File: config.mk
export PLATFORM = sky130hd
export DESIGN_NAME = select_neighbors_multi
export DESIGN_NICKNAME = d
export VERILOG_FILES = /design/src/rtl/aegnn_pkg.sv /design/src/rtl/prio_pick_k.sv /design/src/rtl/select_neighbors_multi.sv
export SDC_FILE = /design/constraint.sdc
export NUM_CORES = 1
export LEC_CHECK = 0
export ABC_AREA = 1
export BUFFER_PORTS_ARGS = -buffer_cell sky130_fd_sc_hd__buf_4
export CAP_MARGIN = 10
export CORE_ASPECT_RATIO = 0.75
export CORE_MARGIN = 2
export CORE_UTILIZATION = 40
export CTS_BUF_LIST = sky130_fd_sc_hd__clkbuf_4 sky130_fd_sc_hd__clkbuf_8
export CTS_CLUSTER_DIAMETER = 150
export CTS_CLUSTER_SIZE = 12
export DETAILED_ROUTE_END_ITERATION = 10
export PLACE_DENSITY = 0.61
export RECOVER_POWER = 50
export SYNTH_ARGS = -nofsm -noshare
export SYNTH_HDL_FRONTEND = slang
export SYNTH_SLANG_ARGS = --single-unit
File: constraint.sdc
create_clock -name clk -period 19.04 [get_ports clk]
set_input_delay 5.712 -clock clk [delete_from_list [all_inputs] [get_ports clk]]
set_output_delay 5.712 -clock clk [all_outputs]
set_load 0.02 [all_outputs]
File: src/rtl/aegnn_pkg.sv
// Shared event/time types for the graph-build blocks, plus the time-window test.
// Optional statistics in select_neighbors_multi are enabled with SELECT_NEIGHBORS_STATS_EN.
package aegnn_pkg;

  typedef logic [15:0] time_t;

  typedef struct packed {
    logic       valid;
    logic [7:0] x;
    logic [7:0] y;
    time_t      t;
  } event_s;

  localparam int    MAX_DEGREE = 8;
  localparam time_t MAX_DT     = 16'd100;

  typedef enum logic [1:0] {
    SEL_IDLE = 2'd0,
    SEL_SCAN = 2'd1,
    SEL_DONE = 2'd2
  } sel_state_e;

  // Age is taken modulo 2^16 so windows that straddle the timestamp wrap still match.
  function automatic logic in_window(event_s e, time_t now, time_t win);
    time_t dt;
    dt = now - e.t;
    return e.valid && (dt <= win);
  endfunction

endpackage

File: src/rtl/prio_pick_k.sv
// Combinational pick of up to k_max highest set bits of a mask, highest first.
// Returns the picked indices, how many were picked and the mask with them cleared.
module prio_pick_k
  import aegnn_pkg::*;
#(
  parameter int DEGREE = MAX_DEGREE,
  parameter int LANES  = 2,
  parameter int CNT_W  = $clog2(DEGREE) + 1
) (
  input  logic [DEGREE-1:0]         mask,
  input  logic [CNT_W-1:0]          k_max,
  output logic [$clog2(DEGREE)-1:0] idx [LANES],
  output logic [CNT_W-1:0]          cnt,
  output logic [DEGREE-1:0]         mask_out
);

  localparam int IW = $clog2(DEGREE);

  logic [DEGREE-1:0] rem;
  logic              found;
  logic [IW-1:0]     hi;

  always_comb begin
    rem   = mask;
    cnt   = '0;
    found = 1'b0;
    hi    = '0;
    for (int l = 0; l < LANES; l++) begin
      idx[l] = '0;
      found  = 1'b0;
      hi     = '0;
      // Later hits overwrite earlier ones, leaving the highest set index.
      for (int i = 0; i < DEGREE; i++) begin
        if (rem[i]) begin
          found = 1'b1;
          hi    = IW'(i);
        end
      end
      if (found && (CNT_W'(l) < k_max)) begin
        idx[l]  = hi;
        rem[hi] = 1'b0;
        cnt     = cnt + CNT_W'(1);
      end
    end
    mask_out = rem;
  end

endmodule

File: src/rtl/select_neighbors_multi.sv
// Multi-lane neighbour selector: snapshots the neighbourhood, filters by validity and
// time window, and pushes up to LANES neighbours per cycle, newest first. Stats: SELECT_NEIGHBORS_STATS_EN.
module select_neighbors_multi
  import aegnn_pkg::*;
#(
  parameter int DEGREE      = MAX_DEGREE,
  parameter int LANES       = 2,
  parameter int FULL_POLICY = 0,
  parameter int CNT_W       = $clog2(DEGREE) + 1
) (
  input  logic                       clk,
  input  logic                       rstn,
  input  logic                       local_buffer_valid,
  input  event_s                     local_buffer [DEGREE],
  output logic                       select_ready,
  output logic                       select_done,
  input  time_t                      t_now,
  input  time_t                      max_dt,
  input  logic [CNT_W-1:0]           max_neighbors,
  output logic [CNT_W-1:0]           nb_count,
  output logic                       dropped,
  output logic                       fifo_wr_en,
  output logic [$clog2(LANES+1)-1:0] fifo_wr_cnt,
  output event_s                     fifo_din [LANES],
  input  logic [$clog2(LANES):0]     fifo_free,
  output sel_state_e                 dbg_state
`ifdef SELECT_NEIGHBORS_STATS_EN
  ,
  output logic [31:0]                stat_events,
  output logic [31:0]                stat_neighbors,
  output logic [31:0]                stat_drops
`endif
);

  // Handshake: an event is taken on a clk edge where select_ready && local_buffer_valid;
  // the FIFO takes exactly fifo_wr_cnt entries on every edge where fifo_wr_en is high.

  localparam int IW   = $clog2(DEGREE);
  localparam int WC_W = $clog2(LANES + 1);

  sel_state_e        state, state_d;
  event_s            snap [DEGREE];
  logic [DEGREE-1:0] pending, pend_d, pend_in, pend_left;
  logic [CNT_W-1:0]  cap, cap_d, nb_d, cap_rem, k_max, pick_cnt;
  logic              drop_d, load;
  logic [IW-1:0]     pick_idx [LANES];

  assign dbg_state = state;

  always_comb begin
    pend_in = '0;
    for (int i = 0; i < DEGREE; i++) begin
      pend_in[i] = in_window(local_buffer[i], t_now, max_dt);
    end
  end

  // Lane budget this cycle; zero outside SCAN and during reset so nothing is written.
  always_comb begin
    cap_rem = (cap == '0) ? CNT_W'(LANES) : (cap - nb_count);
    k_max   = CNT_W'(LANES);
    if (CNT_W'(fifo_free) < k_max) k_max = CNT_W'(fifo_free);
    if (cap_rem < k_max) k_max = cap_rem;
    if ((state != SEL_SCAN) || !rstn) k_max = '0;
  end

  prio_pick_k #(
    .DEGREE (DEGREE),
    .LANES  (LANES),
    .CNT_W  (CNT_W)
  ) u_pick (
    .mask     (pending),
    .k_max    (k_max),
    .idx      (pick_idx),
    .cnt      (pick_cnt),
    .mask_out (pend_left)
  );

  always_comb begin
    fifo_wr_en  = (pick_cnt != '0);
    fifo_wr_cnt = WC_W'(pick_cnt);
    for (int l = 0; l < LANES; l++) begin
      fifo_din[l] = (CNT_W'(l) < pick_cnt) ? snap[pick_idx[l]] : '0;
    end
  end

  always_comb begin
    state_d      = state;
    pend_d       = pending;
    nb_d         = nb_count;
    drop_d       = dropped;
    cap_d        = cap;
    load         = 1'b0;
    select_ready = 1'b0;
    select_done  = 1'b0;
    case (state)
      SEL_IDLE: begin
        select_ready = 1'b1;
        if (local_buffer_valid) begin
          load    = 1'b1;
          pend_d  = pend_in;
          nb_d    = '0;
          drop_d  = 1'b0;
          cap_d   = max_neighbors;
          state_d = (|pend_in) ? SEL_SCAN : SEL_DONE;
        end
      end
      SEL_SCAN: begin
        if (fifo_free == '0) begin
          if (FULL_POLICY == 1) begin
            drop_d  = 1'b1;
            state_d = SEL_DONE;
          end
        end else begin
          pend_d = pend_left;
          nb_d   = nb_count + pick_cnt;
          if ((pend_left == '0) || ((cap != '0) && (nb_d == cap))) state_d = SEL_DONE;
        end
      end
      SEL_DONE: begin
        select_done = 1'b1;
        state_d     = SEL_IDLE;
      end
      default: state_d = SEL_IDLE;
    endcase
  end

  always_ff @(posedge clk) begin
    if (!rstn) begin
      state    <= SEL_IDLE;
      pending  <= '0;
      nb_count <= '0;
      dropped  <= 1'b0;
      cap      <= '0;
    end else begin
      state    <= state_d;
      pending  <= pend_d;
      nb_count <= nb_d;
      dropped  <= drop_d;
      cap      <= cap_d;
    end
  end

  // Snapshot is pure data; it is only read while pending bits qualify it.
  always_ff @(posedge clk) begin
    if (load) begin
      for (int i = 0; i < DEGREE; i++) snap[i] <= local_buffer[i];
    end
  end

`ifdef SELECT_NEIGHBORS_STATS_EN
  logic [32:0] nb_sum;
  assign nb_sum = {1'b0, stat_neighbors} + 33'(pick_cnt);

  always_ff @(posedge clk) begin
    if (!rstn) begin
      stat_events    <= '0;
      stat_neighbors <= '0;
      stat_drops     <= '0;
    end else begin
      if (load && (stat_events != '1)) stat_events <= stat_events + 32'd1;
      if (fifo_wr_en) stat_neighbors <= nb_sum[32] ? '1 : nb_sum[31:0];
      if ((state == SEL_SCAN) && drop_d && (stat_drops != '1)) stat_drops <= stat_drops + 32'd1;
    end
  end
`endif

  always_ff @(posedge clk) begin
    if (rstn) begin
      assert (CNT_W'(fifo_wr_cnt) <= CNT_W'(fifo_free));
      assert (!fifo_wr_en || (state == SEL_SCAN));
    end
  end

endmodule
==> key figures <==
Die
  • Die ar.: 59250 um2
  • Core Box Area: 56300 um2
  • I/O pins: 383
  • Die Width: 280.4 um
  • Die Ht: 211.3 um
  • Std cell rows: 75
  • Initial Util: 40.70%

Synthesis
  • Syn_area_per_cell: 8.404 um2
  • Synthesized instance count: 2727
  • Predominant post-synthesis flop cell: edfxtp_1
  • Cell accounting for the most synthesized area: edfxtp_1
  • Syn. warnings: 0
  • Post-synth top area share: 34.59%
  • Cell variety after synth: 52
  • Top cells by area, synth: edfxtp_1 35%, ha_1 14%, inv_1 7.7%, nand2_1 7.7%, a21oi_1 5.0%
  • Post-Syn Area: 22920 um2
  • Net Count, Synth: 3298
  • #FFs+latches synth: 282
  • Post-synth ARST share: 0%
  • Post-synth EDFFs: 264
  • Sequential area share after synthesis: 36.16%

Timing
  • Count of pins over their slew limit: 73
  • Crit path time final: 15690 ps
  • Setup violations, final: 0
  • TNS Setup: 0 ps
  • Slew margin rel.: -68.94%
  • F_max: 0.06374 GHz
  • Final worst slack: 3351 ps
  • Period utilization: 82.40%
  • Worst Skew: 24.35 ps
  • Worst-Margin Slew: 2534 ps
  • Unrepaired setup endpoints after global routing: no
  • Hold Vio Cnt, Final: 0
  • WHS: 524.4 ps

Global routing
  • Antenna violations before repair: 6
  • Largest net degree at the start of global routing: 77
  • Total GRT Usage: 26.43%
  • First-pass GRT wire length: 119100 um
  • Number of global-route vias before repair: 20258
  • Final global-route overflow total: 0

Hold path
  • Endpoint of the worst hold path: pending[0]$_SDFFE_PN0P_
  • Hold depth: 2
  • Hold Crit Start: pending[0]$_SDFFE_PN0P_
  • Worst Hold Class: reg -> reg

Clocking
  • Maximum clock insertion buffer count: 3
  • CTS H-tree lvls: 1
  • CTS tree: done
  • CTS Buf Count: 27
  • Hold-fix buffers, CTS: 0
  • Root Buffer Master: clkbuf_8
  • CTS clk-pin slew, worst paths: 100 ps
  • Clk sinks: 282
  • Clock latency on the worst-skew pair: 670 ps
  • # Post-CTS Setup Buffers: 0
  • Post-cts sizing count: 0

Cells and area
  • Area grow syn2layout: 15.14%
  • Fin cells: 3809
  • Final-stage net count: 3622
  • Fraction of layout cells with a size suffix above 1: 13.90%
  • Finished Cell Area: 26390 um2

Critical path
  • Critical Path Start: fifo_free[1]
  • FF-to-FF path depth: 5
  • Crit-path max FO: 45
  • Worst Setup Start Kind: input port
  • Arrival @ worst endpoint: 9980 ps
  • Reg2reg end: snap[3][7]$_DFFE_PP_
  • Reg2reg start: dbg_state[1]$_SDFFE_PN0P_
  • Crit. End Element: output port
  • Reg2Reg Setup Slack: 13360 ps
  • Setup Crit Path Kind: in -> out
  • Worst Path Required: 13330 ps

Route
  • Vias per cell: 5.493
  • Drt wl/cell: 21.11 um
  • Drt pass-1 iters: 6
  • Drt drc: 0
  • Detailed Route WL: 80410 um
  • Initial DRC count: 2104
  • Via count: 20924
  • Final ANT Viol Nets: 0

Placed design
  • GP Congestion: 0.9400
  • Dpl ws: 3391 ps
  • Hpwl dp: 61960 um
  • Post-DP Area: 26330 um2
  • # port buffers: 381
  • DP Cell Count: 3753

Power
  • PwrDens: 95.82 nW/um2
  • Leakage Power: 12.14 nW
  • Maximum VDD drop: 0.04548 mV

Run
  • Max-Cap Viols: 2

Run status
  • Status: complete, but fails checks
  • Failing checks: capacitance limit, slew limit
## per-layer routing
metal / GRT usage [%] / share of wire [%] / up-vias
li1: - / - / 9993
met1: 37.76 / 45 / 9841
met2: 40.84 / 43 / 952
met3: 4.547 / 9.4 / 138
met4: 7.948 / 2.9 / 0
met5: 0 / 0 / -
## worst max path at each step
stage	cells after the start	endpoint	slack (ps)
2_1_floorplan	5	cap[0]$_SDFFE_PN0P_	200
3_3_place_gp	26	fifo_din[11]	3460
3_5_place_dp	26	fifo_din[26]	3390
4_1_cts	26	fifo_din[26]	3390
5_1_grt	26	fifo_din[11]	3010
6_report	26	fifo_din[11]	3350
## cells in the final DEF, fill, tap and decap left out, types with 4 or more instances in the layout
cell,count
o21ai_1,65
nand3_1,46
ha_1,254
xnor2_1,19
a31oi_1,9
o21a_1,7
a21oi_1,228
nor3_1,16
nor2_4,4
a311oi_1,64
inv_4,4
edfxtp_1,264
o221ai_1,9
nor2_1,148
nand2_4,5
xor2_1,107
o21ai_0,62
a21oi_2,16
nand4_1,18
clkbuf_8,27
fa_1,10
nand2_1,470
o21ai_2,22
or2_2,34
inv_1,471
clkbuf_4,155
o2111ai_1,5
nand2_2,4
inv_2,5
clkbuf_1,132
diode_2,6
dfxtp_1,18
a211oi_1,35
o21bai_1,34
o211ai_1,134
buf_4,138
a21o_1,4
## cell usage after synthesis, types with 10 or more instances
cell,instances
a21oi_2,17
o21ai_0,62
o21ai_1,65
o21ai_2,22
a311oi_1,64
a21oi_1,228
xnor2_1,19
or2_2,34
nor2_1,149
nand4_1,18
xor2_1,107
nand2_1,471
inv_1,473
dfxtp_1,18
buf_2,22
edfxtp_1,264
nor3_1,16
o211ai_1,134
o21bai_1,34
a211oi_1,35
clkbuf_1,60
buf_6,15
nand3_1,46
fa_1,10
ha_1,256
## metrics by stage
step                      util (%)  total power, mW
after floorplan                  -            1.783
after global placement       46.76            2.102
after detailed placement     46.76            2.126
after CTS                    47.73            2.544
after global routing         46.86            2.700
final                        46.87            2.529
## power breakdown
| group | internal, mW | leakage (nW) | switching (mW) |
|---|---|---|---|
| combinational | 0.402 | 9.17 | 0.809 |
| clock | 0.175 | 0.301 | 0.237 |
| sequential | 0.846 | 2.67 | 0.0604 |
| total | 1.42 | 12.1 | 1.11 |
## state kept, by name, summed over array words and instances, names as in the netlist
name and count:
pending 8, dbg_state 2, cap 4, nb_count 4, snap 264
## cell families after synthesis
logic type / share of synthesized area (%)
simple gates: 13.89
compound gates: 19.82
buf+inv: 10.44
flops: 36.16
fa+ha+maj: 14.85
xor+xnor: 4.815
other cells: 0.01636
## area by class of cell
type | count | area (um2)
clock inverter | 2 | 20.02
tap | 731 | 914.6
sequential | 282 | 8288
inverter | 482 | 1819
timing repair buffer | 404 | 2537
clock buffer | 48 | 529.3
multi-input combinational | 1854 | 12260
fill | 5570 | 29920
antenna | 6 | 15.01
## critical path: stages
cell	delay [ps]
buf_4	100
inv_1	50
ha_1	300
a21oi_2	190
nand3_1	90
nand3_1	140
nand2_4	110
nand2_8	130
nand2_1	80
nand2_1	120
nand2_1	70
nand2_1	60
nand2_1	60
nand2_1	80
nand2_1	110
nand2_2	110
nand2_4	300
inv_4	520
buf_4	410
nand2_1	110
o21ai_2	70
o21ai_1	70
nand2_1	80
nand2_1	60
nor2_1	500
buf_4	260
No activity file was read; power rests on OpenSTA's default activity.
